$ cat config.mk
export PLATFORM = sky130hd
export DESIGN_NAME = instr_fetch_unit_flat
export DESIGN_NICKNAME = d
export VERILOG_FILES = /design/src/rtl/core_pkg.sv /design/src/rtl/instr_fetch_unit_if.sv /design/src/rtl/branch_target_gen.sv /design/src/rtl/instr_fetch_unit.sv /design/src/flat_wrapper.sv
export SDC_FILE = /design/constraint.sdc
export NUM_CORES = 1
export LEC_CHECK = 0
export BUFFER_PORTS_ARGS = -buffer_cell sky130_fd_sc_hd__buf_4
export CAP_MARGIN = 0
export CORE_MARGIN = 1
export CORE_UTILIZATION = 39
export DETAILED_ROUTE_END_ITERATION = 10
export PLACE_DENSITY = 0.66
export SYNTH_ARGS = -nofsm -noshare
export SYNTH_HDL_FRONTEND = slang
export SYNTH_SLANG_ARGS = --single-unit
$ cat constraint.sdc
create_clock -name clk -period 4.3 [get_ports clk]
set_clock_uncertainty 0.2 [all_clocks]
set_input_delay 0.86 -clock clk [delete_from_list [all_inputs] [get_ports clk]]
set_output_delay 0.86 -clock clk [all_outputs]
set_load 0.005 [all_outputs]
$ cat src/rtl/core_pkg.sv
// Shared definitions for the fetch stage: fetch state encoding, decoder class codes, PC offsets.
// The HALT state is only present when FETCH_TIMEOUT_EN is defined.
`timescale 1ns/1ps
package core_pkg;

  typedef enum logic [1:0] {
    ST_FETCH = 2'b00,
    ST_EXEC  = 2'b01
`ifdef FETCH_TIMEOUT_EN
    ,
    ST_HALT  = 2'b10
`endif
  } fetch_state_e;

  localparam logic [2:0] INSTR_ADD = 3'b000;
  localparam logic [2:0] INSTR_SUB = 3'b001;
  localparam logic [2:0] INSTR_MOV = 3'b010;
  localparam logic [2:0] INSTR_CMP = 3'b011;
  localparam logic [2:0] INSTR_STR = 3'b100;
  localparam logic [2:0] INSTR_LDR = 3'b101;
  localparam logic [2:0] INSTR_B   = 3'b110;
  localparam logic [2:0] INSTR_BL  = 3'b111;

  localparam int unsigned PC_STEP     = 32'd4;
  localparam int unsigned PC_PIPE_OFS = 32'd8;

endpackage

$ cat src/rtl/instr_fetch_unit_if.sv
// Instruction-memory read channel between the fetch unit (master) and memory (slave).
`timescale 1ns/1ps
interface instr_fetch_unit_if #(
  parameter int unsigned ADDR_W = 32
) ();

  logic              IMemReq;
  logic [ADDR_W-1:0] IMemAddr;
  logic [31:0]       IMemRdata;
  logic              IMemValid;

  modport master (
    output IMemReq,
    output IMemAddr,
    input  IMemRdata,
    input  IMemValid
  );

  modport slave (
    input  IMemReq,
    input  IMemAddr,
    output IMemRdata,
    output IMemValid
  );

endinterface

$ cat src/rtl/branch_target_gen.sv
// Branch target: PC+8 plus the sign-extended 24-bit word offset, word aligned.
`timescale 1ns/1ps
module branch_target_gen #(
  parameter int unsigned ADDR_W = 32
) (
  input  logic [23:0]       imm24,
  input  logic [ADDR_W-1:0] pc_plus8,
  output logic [ADDR_W-1:0] target
);

  localparam logic [ADDR_W-1:0] ALIGN_MASK = ~ADDR_W'(2'd3);

  logic [ADDR_W-1:0] offset_s;

  assign offset_s = {{(ADDR_W-26){imm24[23]}}, imm24, 2'b00};
  assign target   = (pc_plus8 + offset_s) & ALIGN_MASK;

endmodule

$ cat src/rtl/instr_fetch_unit.sv
// Fetch stage: owns PC and Z flag, fetches one word, holds it for decode, then steps or branches.
// Optional build macro FETCH_TIMEOUT_EN adds a fetch watchdog, a HALT state and the FetchErr output.
`timescale 1ns/1ps
module instr_fetch_unit
  import core_pkg::*;
#(
  parameter int unsigned       ADDR_W      = 32,
  parameter logic [ADDR_W-1:0] RESET_PC    = {ADDR_W{1'b0}},
  parameter int unsigned       TIMEOUT_CYC = 16
) (
  input  logic                clk,
  input  logic                rst_n,
  instr_fetch_unit_if.master  imem,
  input  logic                Stall,
  input  logic                PCSrc,
  input  logic [2:0]          InstrCode,
  input  logic                ALUZero,
  output logic [31:0]         Instr,
  output logic                InstrValid,
  output logic [ADDR_W-1:0]   PC,
  output logic [ADDR_W-1:0]   PCPlus8,
  output logic                Flags,
  output logic                LinkWrite,
  output logic [ADDR_W-1:0]   LinkData
`ifdef FETCH_TIMEOUT_EN
  ,
  output logic                FetchErr
`endif
);

  if (RESET_PC[1:0] != 2'b00 || TIMEOUT_CYC == 0) begin : g_param_check
    $error("instr_fetch_unit: RESET_PC must be word aligned and TIMEOUT_CYC nonzero");
  end

  fetch_state_e      state_q, state_d;
  logic [ADDR_W-1:0] pc_q, pc_d;
  logic [31:0]       instr_q, instr_d;
  logic              flags_q, flags_d;
  logic              imem_req_s, instr_valid_s, link_write_s;
  logic [ADDR_W-1:0] pc_plus4_s, pc_plus8_s, target_s;

`ifdef FETCH_TIMEOUT_EN
  localparam int unsigned CNT_W = $clog2(TIMEOUT_CYC + 1);
  logic [CNT_W-1:0] cnt_q, cnt_d;
  logic             err_q, err_d;
  assign FetchErr = err_q;
`endif

  assign pc_plus4_s = pc_q + ADDR_W'(PC_STEP);
  assign pc_plus8_s = pc_q + ADDR_W'(PC_PIPE_OFS);

  branch_target_gen #(.ADDR_W(ADDR_W)) u_branch_target_gen (
    .imm24    (instr_q[23:0]),
    .pc_plus8 (pc_plus8_s),
    .target   (target_s)
  );

  // Next-state, next-PC/flag/instruction and per-cycle control outputs.
  always_comb begin
    state_d       = state_q;
    pc_d          = pc_q;
    instr_d       = instr_q;
    flags_d       = flags_q;
    imem_req_s    = 1'b0;
    instr_valid_s = 1'b0;
    link_write_s  = 1'b0;
`ifdef FETCH_TIMEOUT_EN
    cnt_d         = cnt_q;
    err_d         = err_q;
`endif
    case (state_q)
      ST_FETCH: begin
        imem_req_s = 1'b1;
        if (imem.IMemValid) begin
          instr_d = imem.IMemRdata;
          state_d = ST_EXEC;
        end else begin
`ifdef FETCH_TIMEOUT_EN
          cnt_d = cnt_q + CNT_W'(1);
          if (cnt_d == CNT_W'(TIMEOUT_CYC)) begin
            state_d = ST_HALT;
            err_d   = 1'b1;
          end else begin
            state_d = ST_FETCH;
          end
`else
          state_d = ST_FETCH;
`endif
        end
      end
      ST_EXEC: begin
        instr_valid_s = 1'b1;
        if (!Stall) begin
          pc_d         = PCSrc ? target_s : pc_plus4_s;
          link_write_s = PCSrc && (InstrCode == INSTR_BL);
          state_d      = ST_FETCH;
`ifdef FETCH_TIMEOUT_EN
          cnt_d        = {CNT_W{1'b0}};
`endif
          if (InstrCode == INSTR_CMP) begin
            flags_d = ALUZero;
          end else begin
            flags_d = flags_q;
          end
        end else begin
          state_d = ST_EXEC;
        end
      end
`ifdef FETCH_TIMEOUT_EN
      ST_HALT: begin
        state_d = ST_HALT;
      end
`endif
      default: begin
        state_d = ST_FETCH;
      end
    endcase
  end

  // State, PC, held instruction and Z flag registers with synchronous reset.
  always_ff @(posedge clk) begin
    if (!rst_n) begin
      state_q <= ST_FETCH;
      pc_q    <= RESET_PC;
      instr_q <= 32'h0000_0000;
      flags_q <= 1'b0;
`ifdef FETCH_TIMEOUT_EN
      cnt_q   <= {CNT_W{1'b0}};
      err_q   <= 1'b0;
`endif
    end else begin
      state_q <= state_d;
      pc_q    <= pc_d;
      instr_q <= instr_d;
      flags_q <= flags_d;
`ifdef FETCH_TIMEOUT_EN
      cnt_q   <= cnt_d;
      err_q   <= err_d;
`endif
    end
  end

  // Control strobes are suppressed while reset is being applied.
  assign imem.IMemReq  = imem_req_s & rst_n;
  assign imem.IMemAddr = pc_q;
  assign InstrValid    = instr_valid_s & rst_n;
  assign LinkWrite     = link_write_s & rst_n;
  assign Instr         = instr_q;
  assign PC            = pc_q;
  assign PCPlus8       = pc_plus8_s;
  assign Flags         = flags_q;
  assign LinkData      = pc_plus4_s;

endmodule

$ cat src/flat_wrapper.sv
// flat-port wrapper written by rule: the top's interface ports become plain ports
module instr_fetch_unit_flat import core_pkg::*;
#(
  parameter int unsigned       ADDR_W      = 32,
  parameter logic [ADDR_W-1:0] RESET_PC    = {ADDR_W{1'b0}},
  parameter int unsigned       TIMEOUT_CYC = 16
)
  (clk, rst_n, Stall, PCSrc, InstrCode, ALUZero, Instr, InstrValid, PC, PCPlus8, Flags, LinkWrite, LinkData, imem_IMemReq, imem_IMemAddr, imem_IMemRdata, imem_IMemValid);
  instr_fetch_unit_if #(.ADDR_W(ADDR_W)) imem_i ();
  input  logic clk;
  input  logic rst_n;
  input  logic Stall;
  input  logic PCSrc;
  input  logic [2:0] InstrCode;
  input  logic ALUZero;
  output logic [31:0] Instr;
  output logic InstrValid;
  output logic [ADDR_W-1:0] PC;
  output logic [ADDR_W-1:0] PCPlus8;
  output logic Flags;
  output logic LinkWrite;
  output logic [ADDR_W-1:0] LinkData;
  output wire logic [$bits(imem_i.IMemReq)-1:0] imem_IMemReq;
  output wire logic [$bits(imem_i.IMemAddr)-1:0] imem_IMemAddr;
  input wire logic [$bits(imem_i.IMemRdata)-1:0] imem_IMemRdata;
  input wire logic [$bits(imem_i.IMemValid)-1:0] imem_IMemValid;
  assign imem_IMemReq = imem_i.IMemReq;
  assign imem_IMemAddr = imem_i.IMemAddr;
  assign imem_i.IMemRdata = imem_IMemRdata;
  assign imem_i.IMemValid = imem_IMemValid;
  instr_fetch_unit #(.ADDR_W(ADDR_W), .RESET_PC(RESET_PC), .TIMEOUT_CYC(TIMEOUT_CYC)) u_core (.clk(clk), .rst_n(rst_n), .imem(imem_i), .Stall(Stall), .PCSrc(PCSrc), .InstrCode(InstrCode), .ALUZero(ALUZero), .Instr(Instr), .InstrValid(InstrValid), .PC(PC), .PCPlus8(PCPlus8), .Flags(Flags), .LinkWrite(LinkWrite), .LinkData(LinkData));
endmodule
# --- Word-level counts from Yosys, hierarchy flattened ---
# Cells that the tools add are included.
word_totals:
  ff_bits: 67
  latchBits: 0
  ram_bits: 0
  romBits: 0
  input_bits: 41
  output_inout_bits: 164
  word_cells: 27
  mem_count: 0
op_classes:
  n_addsub: 3
  n_mul: 0
  n_div: 0
  magnitude_cmp: 0
  eq_ne: 3
  n_shift: 0
  muxes: 8
  bitwise_logic: 4
  reduce_logical: 5
ops:
  columns: ["op", "n"]
  rows:
  - ["32-bit by 3-bit adder with 32-bit output, second input constant", 1]
  - ["32-bit adder", 1]
  - ["32-bit by 4-bit adder with 32-bit output, second input constant", 1]
  - ["32-bit two-way mux", 1]
  - ["1-bit two-way mux", 6]
  - ["2-bit case mux with 2 select lines", 1]
  - ["2-bit AND reduction", 2]
  - ["1-bit AND", 3]
  - ["3-bit by 2-bit equality test with 1-bit output, second input constant", 1]
  - ["3-bit equality test, second input constant", 1]
  - ["3-bit AND reduction", 1]
  - ["2-bit by 1-bit equality test with 1-bit output, second input constant", 1]
  - ["2-bit zero test", 1]
  - ["1-bit logical AND", 1]
  - ["1-bit NOT", 1]

# --- Depth between registers and ports, before layout ---
# Gate-level depths: netlist of the first run.
depth:
  depth_word: 5
  ltp_mapped: 16
  depth_no_buf: 15

# --- Modules after synthesis ---
# From an unflattened synthesis of the first run, not the netlist that was laid out.
hier_totals:
  hier_cells: 866
  hier_area_um2: 6613.8
by_module_without_submodules:
  columns: ["module", "instances", "cells_per_inst", "area_per_inst_um2", "seq_area_each_um2"]
  rows:
  - ["instr_fetch_unit", 1, 639, 4949.7, 1321.3]
  - ["branch_target_gen", 1, 227, 1664.1, 0.0]

# --- Worst setup path after synthesis of the first run ---
# OpenSTA, ideal clock, no wires.
synth_timing:
  kind: "register to register"
  startpoint: "register u_core.pc_q[4], in the netlist u_core.PC[4]"
  endpoint: "register u_core.pc_q[29], in the netlist u_core.PC[29]"
  setup_ns: 0.139
  arrival_ns: 3.493
  required_ns: 3.961
  slack_ns: 0.468
  path_stages_with_launch: 15
  path_buffers: 0
  synth_period_minus_slack_ns: 3.832
  cell_sequence: "dfxtp_1 > ha_1 > nand3_2 > nor3_1 > and3_1 > xor2_1 > ha_1 > o21a_1 > a21oi_2 > nor4b_4 > a21oi_2 > o211a_1 > a221o_1 > a2111oi_2 > a211oi_1"
synth_between:
  elab_chain_cells: 3
  elab_cells_between_ends: 4
  classes_between: "add/sub: 3; mux: 1"
synth_lines:
  columns: ["element", "line_no", "rtl"]
  rows:
  - ["start: declaration", "instr_fetch_unit.sv:36", "logic [ADDR_W-1:0] pc_q, pc_d;"]
  - ["start signal: assignment", "instr_fetch_unit.sv:133", "pc_q <= pc_d;"]
  - ["32-bit by 4-bit adder with 32-bit output", "instr_fetch_unit.sv:50", "assign pc_plus8_s = pc_q + ADDR_W'(PC_PIPE_OFS);"]
  - ["net PCPlus8[15]", "flat_wrapper.sv:19", "output logic [ADDR_W-1:0] PCPlus8;"]
  - ["32-bit adder", "branch_target_gen.sv:16", "assign target = (pc_plus8 + offset_s) & ALIGN_MASK;"]
  - ["32-bit two-way mux", "instr_fetch_unit.sv:94", "pc_d = PCSrc ? target_s : pc_plus4_s;"]
# The timed path passes the listed nets, and every way through them passes these cells.
# A chain may end at the register's enable or synchronous reset.

# --- Worst setup path after layout of the first run ---
layout_timing:
  startpoint: "register u_core.pc_q[4], in the netlist u_core.PC[4]"
  endpoint: "register u_core.pc_q[29], in the netlist u_core.PC[29]"
layout_between:
  elab_chain_cells: 3
  elab_cells_between_ends: 4
  classes_between: "add/sub: 3; mux: 1"
layout_lines:
  columns: ["element", "line_no"]
  rows:
  - ["32-bit by 4-bit adder with 32-bit output", "instr_fetch_unit.sv:50"]
  - ["32-bit adder", "branch_target_gen.sv:16"]
  - ["32-bit two-way mux *", "instr_fetch_unit.sv:94"]
# Every way passes the cells marked *; elsewhere a longest branch is shown, timed or not.

==> flow_summary.yaml, run 1 <==
outcome:
  status: "complete, no violations"
min_path:
  min_path_type: "reg2reg"
  min_path_cells: 2
die:
  die_h_um: 121
  die-area_um2: 14800
  die_w_um: 121
  top_level_ports: 205
  rows: 43
  core-area_um2: 13900
  start_util_pct: 40.1
timing:
  period_needed_ns: 4.06
  setup_viol: 0
  maxSlewViolCount: 0
  clock.fmax_mhz: 246
  tns_ns: 0
  tightest_slew_ns: 0.714
  slew_headroom_pct: 52.2
  rsz0062_at_grt: "false"
  hold_viol_final: 0
  period_share_pct: 94.4
clocking:
  cts_root_buf: "clkbuf_16"
  numCtsBuffers: 9
  holdBufCountCts: 0
  cts_sinks: 64
  clk_pin_slew_worst_paths_ns: 0.06
  clock_path_buffers: 2
  cts.htree.levels: 3
  post_cts_buffers: 0
  cts_tree: "built"
  clk-insertion-delay-late_ns: 0.34
final_layout:
  areaGrowthSynthToFinish_pct: 30.6
  final_layout_size_suffix_gt1_share_pct: 28.6
  nNetsFinal: 962
  n_fill_cell: 1405
  antenna_cells: 0
pwr:
  p_leak_nw: 3.46
  p_clk_share_pct: 44.6
  p_comb_share_pct: 18.5
  finalPower_mw: 1.77
  p_switching_mw: 0.486
  p_seq_share_pct: 36.9
  irDropWorstVdd_mv: 0.133
  power.density_nw_per_um2: 244
  p_int_mw: 1.29
  switching_share_pct: 27.4
critical_path:
  path_cells: "ha_1 -> nand3_2 -> nor3_2 -> and3_1 -> xor2_1 -> ha_1 -> o21a_1 -> a21oi_2 -> nor4b_4 -> a21oi_2 -> o211a_1 -> a221o_1 -> a2111oi_2 -> a211oi_1"
  cp_slowest_stage_delay_ns: 0.48
  startpoint_type: "flop"
  cp_slowest_cell: "dfxtp_1"
  crit_required_ns: 4.30
  r2r_cells: 14
  arrival_ns: 4.06
  critPathMaxFanout: 8
  critPathKind: "reg2reg"
  critPathCaptureType: "flop"
drt:
  drt_wl_total_um: 17900
  first_iter_violations: 264
  antenna_left: 0
  drc: 0
  wl_per_cell_um: 16.7
  route.vias.total: 5684
  via_per_inst: 5.31
  firstDrtPassIters: 4
synth:
  syn_area_per_cell_um2: 7.54
  synth.yosys.seq_area_share_pct: 23.0
  synth_ff_type: "dfxtp_1"
  syn_area_um2: 5570
  synth_edf_count: 0
  synthArstFlopShare_pct: 0
  synth_seq_cells: 64
  yosys_warnings: 0
  ys_types: 65
  syn_inst: 738
global_routing:
  grt_pass1_vias: 5210
  grt_pass1_wl_um: 27700
  grt_max_degree: 64
  antenna_found_initial: 0
  grtUsageTotal_pct: 24.6
  grt_remaining_overflow: 0
placement:
  gp_congestion: 0.914
  port_buffers: 196
  hpwl_um: 13800
flow_run:
  drv_cap: 0
## path summary, 6_finish.rpt
path | from | end | slack, ns
setup / recovery | u_core.PC[4]$_SDFFE_PN0P_ | u_core.PC[29]$_SDFFE_PN0P_ | 0.24
hold / removal | u_core.Instr[24]$_SDFFE_PN0P_ | u_core.Instr[24]$_SDFFE_PN0P_ | 0.26
setup reg to reg | u_core.PC[4]$_SDFFE_PN0P_ | u_core.PC[29]$_SDFFE_PN0P_ | 0.24
hold reg to reg | u_core.Instr[24]$_SDFFE_PN0P_ | u_core.Instr[24]$_SDFFE_PN0P_ | 0.26
## through the flow
step | instances | area, µm² | utilization [%] | hold WS [ns] | setup WS [ns]
after detailed placement | 1055 | 6940 | 50.0 | 0.259 | 0.235
after global routing | 1071 | 7270 | 52.4 | 0.301 | 0.00487
after floorplan | 745 | 5590 | - | 0.260 | 0.468
final | 1071 | 7270 | 52.4 | 0.265 | 0.240
after global placement | 1055 | 6940 | 50.0 | 0.253 | 0.344
after CTS | 1071 | 7250 | 52.2 | 0.268 | 0.205
## cells in the final DEF (no fill, tap or decap), types with 12 or more instances in the layout
| cell | n |
|---|---|
| nand3_1 | 18 |
| xnor2_1 | 41 |
| nor2_1 | 50 |
| dfxtp_1 | 64 |
| a21oi_1 | 40 |
| nor3_1 | 13 |
| xor2_1 | 39 |
| nand2_1 | 136 |
| o21ai_0 | 35 |
| buf_4 | 217 |
| ha_1 | 34 |
| a21o_1 | 12 |
| a21boi_0 | 36 |
| nand4_1 | 14 |
## cell families (layout without fill, tap and decap cells)
| logic type | after synthesis | after routing | synth area share, % |
|---|---|---|---|
| compound gates | 178 | 178 | 21.9 |
| xor+xnor | 81 | 81 | 13.0 |
| fa+ha+maj | 35 | 35 | 8.00 |
| buf+inv | 94 | 240 | 9.64 |
| flops | 64 | 64 | 23.0 |
| mux | 4 | 4 | 0.832 |
| other cells | 1 | 8 | 0.0674 |
| simple gates | 281 | 281 | 23.6 |
## worst max-delay path, delay by kind of cell (launching register included)
kind / cells / cell delay (ns)
compound gates: 7 / 1.57
xor+xnor: 1 / 0.21
fa+ha+maj: 2 / 0.57
flops: 1 / 0.48
simple gates: 4 / 0.87
## sequential cells by signal, summed over array words and instances, names as in the netlist
signal and cells:
u_core.Instr 32, u_core.PC 30, u_core.Flags 1, u_core.state_q 1
## layer usage
| layer | vias up | share of wire (%) | track usage [%] |
|---|---|---|---|
| met5 | - | 0 | 0 |
| met4 | 0 | 1.9 | 8.26 |
| met3 | 25 | 6.9 | 4.98 |
| met2 | 213 | 47 | 40.7 |
| met1 | 2625 | 44 | 31.6 |
| li1 | 2821 | - | - |
## cell type report
class	count	area (µm²)	share of cell area (%)
clock inverters	5	81.3	1.12
multi-input cells	587	3790	52.2
repair buffers	217	1630	22.4
inverters	7	26.3	0.361
well taps	180	225	3.10
clock buffers	11	233	3.20
flip-flops and latches	64	1280	17.6
## timing repair
item                                   CTS  global route
resized for setup                        0             3
endpoints found under the hold margin    0             0
setup endpoints to repair                0             2
## synth_stat cells (all sizes together), types with 3 or more instances
master	number	area share, %
nor3	15	1.4
xnor2	41	6.5
o211ai	7	0.94
a21boi	36	4.9
a311oi	3	0.58
o21bai	3	0.40
and3	13	1.7
o221ai	4	0.63
xor2	39	6.1
nand4	16	2.0
nand2b	5	0.56
a22oi	4	0.54
a21oi	42	3.9
dfxtp	64	23
inv	7	0.47
nand2	136	9.2
nand3	19	1.8
nor4	4	0.45
ha	34	7.6
buf	59	7.3
o211a	4	0.72
and2	8	0.90
o21a	3	0.40
clkbuf	28	1.9
a221oi	4	0.74
o21ai	37	3.3
nor2	52	3.6
a211oi	4	0.63
nor2b	5	0.56
a21o	12	1.6
## power by group through the flow
stage               clock network (mW)  logic, mW  registers [mW]
floorplan                            0      0.194           0.658
global placement                     0      0.326           0.666
detailed placement                   0      0.326           0.667
CTS                              0.812      0.328           0.655
global route                     0.830      0.361           0.659
finish                           0.792      0.328           0.655
No activity file was read; power rests on OpenSTA's default activity.
==> run 2, diff against run 1 <==
--- a/config.mk
+++ b/config.mk
@@ -8,9 +8,8 @@
 export BUFFER_PORTS_ARGS = -buffer_cell sky130_fd_sc_hd__buf_4
 export CAP_MARGIN = 0
 export CORE_MARGIN = 1
-export CORE_UTILIZATION = 39
+export CORE_UTILIZATION = 35
 export DETAILED_ROUTE_END_ITERATION = 10
-export PLACE_DENSITY = 0.66
 export SYNTH_ARGS = -nofsm -noshare
 export SYNTH_HDL_FRONTEND = slang
 export SYNTH_SLANG_ARGS = --single-unit
==> run 2 against run 1 <==
Net effect: sequential share of layout area is 0.20 points lower; die area rose by 11%; design area up 1.2%; critical path type unchanged; largest power group unchanged.
==> flow_summary.yaml, run 2 (synthesis results as in run 1) <==
outcome:
  status: "complete, no violations"
final_layout:
  fin_cells: 1105
  antenna_cells: 0
  nNetsFinal: 965
  final_layout_size_suffix_gt1_share_pct: 29.1
  areaGrowthSynthToFinish_pct: 32.2
  design_area_um2: 7360
  layout_common_cells: "buf_4, nand2_1, dfxtp_1"
  largest_reg_flops: 32
  final_util_pct: 47.9
  mostFrequentLayoutCell: "buf_4"
placement:
  placed_area_um2: 7000
  gp_congestion: 0.924
  dpl.cell_count: 1089
  port_buffers: 196
  hpwl_um: 14000
  dp_worst_setup_slack_ns: 0.219
timing:
  whs_ns: 0.264
  period_needed_ns: 3.94
  setup_viol: 0
  setup_ws_ns: 0.360
  tightest_slew_ns: 0.689
  period_share_pct: 91.6
  slew_headroom_pct: 53.9
  tns_ns: 0
  hold_viol_final: 0
  rsz0062_at_grt: "false"
  clock.fmax_mhz: 254
  maxSlewViolCount: 0
critical_path:
  critPathMaxFanout: 7
  critPathCaptureType: "flop"
  r2r_setup_slack_ns: 0.36
  crit_required_ns: 4.30
  arrival_ns: 3.94
  r2r_start: "u_core.PC[7]$_SDFFE_PN0P_"
  startpoint_type: "flop"
  r2r_cells: 13
  rr_endpoint: "u_core.PC[29]$_SDFFE_PN0P_"
  critPathKind: "reg2reg"
global_routing:
  grt_remaining_overflow: 0
  antenna_found_initial: 0
  grt_pass1_wl_um: 27800
  grt_pass1_vias: 5295
  grt_max_degree: 64
  grtUsageTotal_pct: 21.9
clocking:
  clk_pin_slew_worst_paths_ns: 0.06
  cts_tree: "built"
  cts_root_buf: "clkbuf_16"
  cts_sinks: 64
  numCtsBuffers: 9
  clock_path_buffers: 2
  clk-insertion-delay-late_ns: 0.34
  cts.htree.levels: 3
die:
  rows: 45
  top_level_ports: 205
  die-area_um2: 16400
  start_util_pct: 36.2
  die_h_um: 128
  die_w_um: 128
  core-area_um2: 15400
drt:
  antenna_left: 0
  first_iter_violations: 314
  drt_wl_total_um: 18000
  via_per_inst: 5.13
  wl_per_cell_um: 16.3
  route.vias.total: 5672
  drc: 0
  firstDrtPassIters: 5
min_path:
  min_path_cells: 2
  worstHoldEndpoint: "u_core.Instr[28]$_SDFFE_PN0P_"
  worstHoldStart: "u_core.Instr[28]$_SDFFE_PN0P_"
  min_path_type: "reg2reg"
pwr:
  finalPower_mw: 1.85
  power.density_nw_per_um2: 251
  p_leak_nw: 3.50
  irDropWorstVdd_mv: 0.178
flow_run:
  drv_cap: 0
[run 2: where the power goes]
group          internal [mW]  switching, mW  total (mW)  leakage (nW)
Combinational          0.162          0.171       0.333          2.81
Sequential             0.620         0.0319       0.652         0.523
Clock                  0.567          0.295       0.862         0.166
[run 2: worst max-delay path by stage]
stage | from | end | slack [ns] | cells past startpoint
after floorplan | u_core.PC[4]$_SDFFE_PN0P_ | u_core.PC[29]$_SDFFE_PN0P_ | 0.47 | 14
after global placement | u_core.PC[3]$_SDFFE_PN0P_ | u_core.PC[29]$_SDFFE_PN0P_ | 0.30 | 14
after detailed placement | u_core.PC[3]$_SDFFE_PN0P_ | u_core.PC[29]$_SDFFE_PN0P_ | 0.22 | 14
after CTS | u_core.PC[3]$_SDFFE_PN0P_ | u_core.PC[29]$_SDFFE_PN0P_ | 0.20 | 14
after global routing | u_core.PC[3]$_SDFFE_PN0P_ | u_core.PC[29]$_SDFFE_PN0P_ | 0.04 | 14
final | u_core.PC[7]$_SDFFE_PN0P_ | u_core.PC[29]$_SDFFE_PN0P_ | 0.36 | 13
[run 2: critical path, cell delays in order (launching register included)]
cell and delay [ns]:
dfxtp_1 0.42, nand2_1 0.16, nor3_1 0.29, buf_4 0.19
xor2_1 0.27, ha_1 0.40, nand3_1 0.16, o311ai_1 0.21
nor4b_4 0.31, a21oi_2 0.12, o211a_1 0.27, a221o_1 0.35
a2111oi_2 0.36, a211oi_1 0.08
[run 2: area by class of cell]
class	count	area, µm²
repair buffers	220	1650
multi-input cells	587	3790
well taps	211	264
clock buffers	9	225
fillers	1585	8010
clock inverters	7	120
inverters	7	26.3
flip-flops and latches	64	1280
[run 2: per-layer routing]
layer / track usage (%) / vias to the layer above / wire length (µm)
met5: 0 / - / 0
met4: 7.13 / 0 / 365
met3: 4.13 / 22 / 1070
met2: 36.6 / 186 / 8450
met1: 28.2 / 2630 / 8120
li1: - / 2834 / -
[run 2: what timing repair did]
item,CTS,global route
setup endpoints to repair,0,2
buffers inserted,0,0
hold buffers,0,0
gates resized for setup,0,4
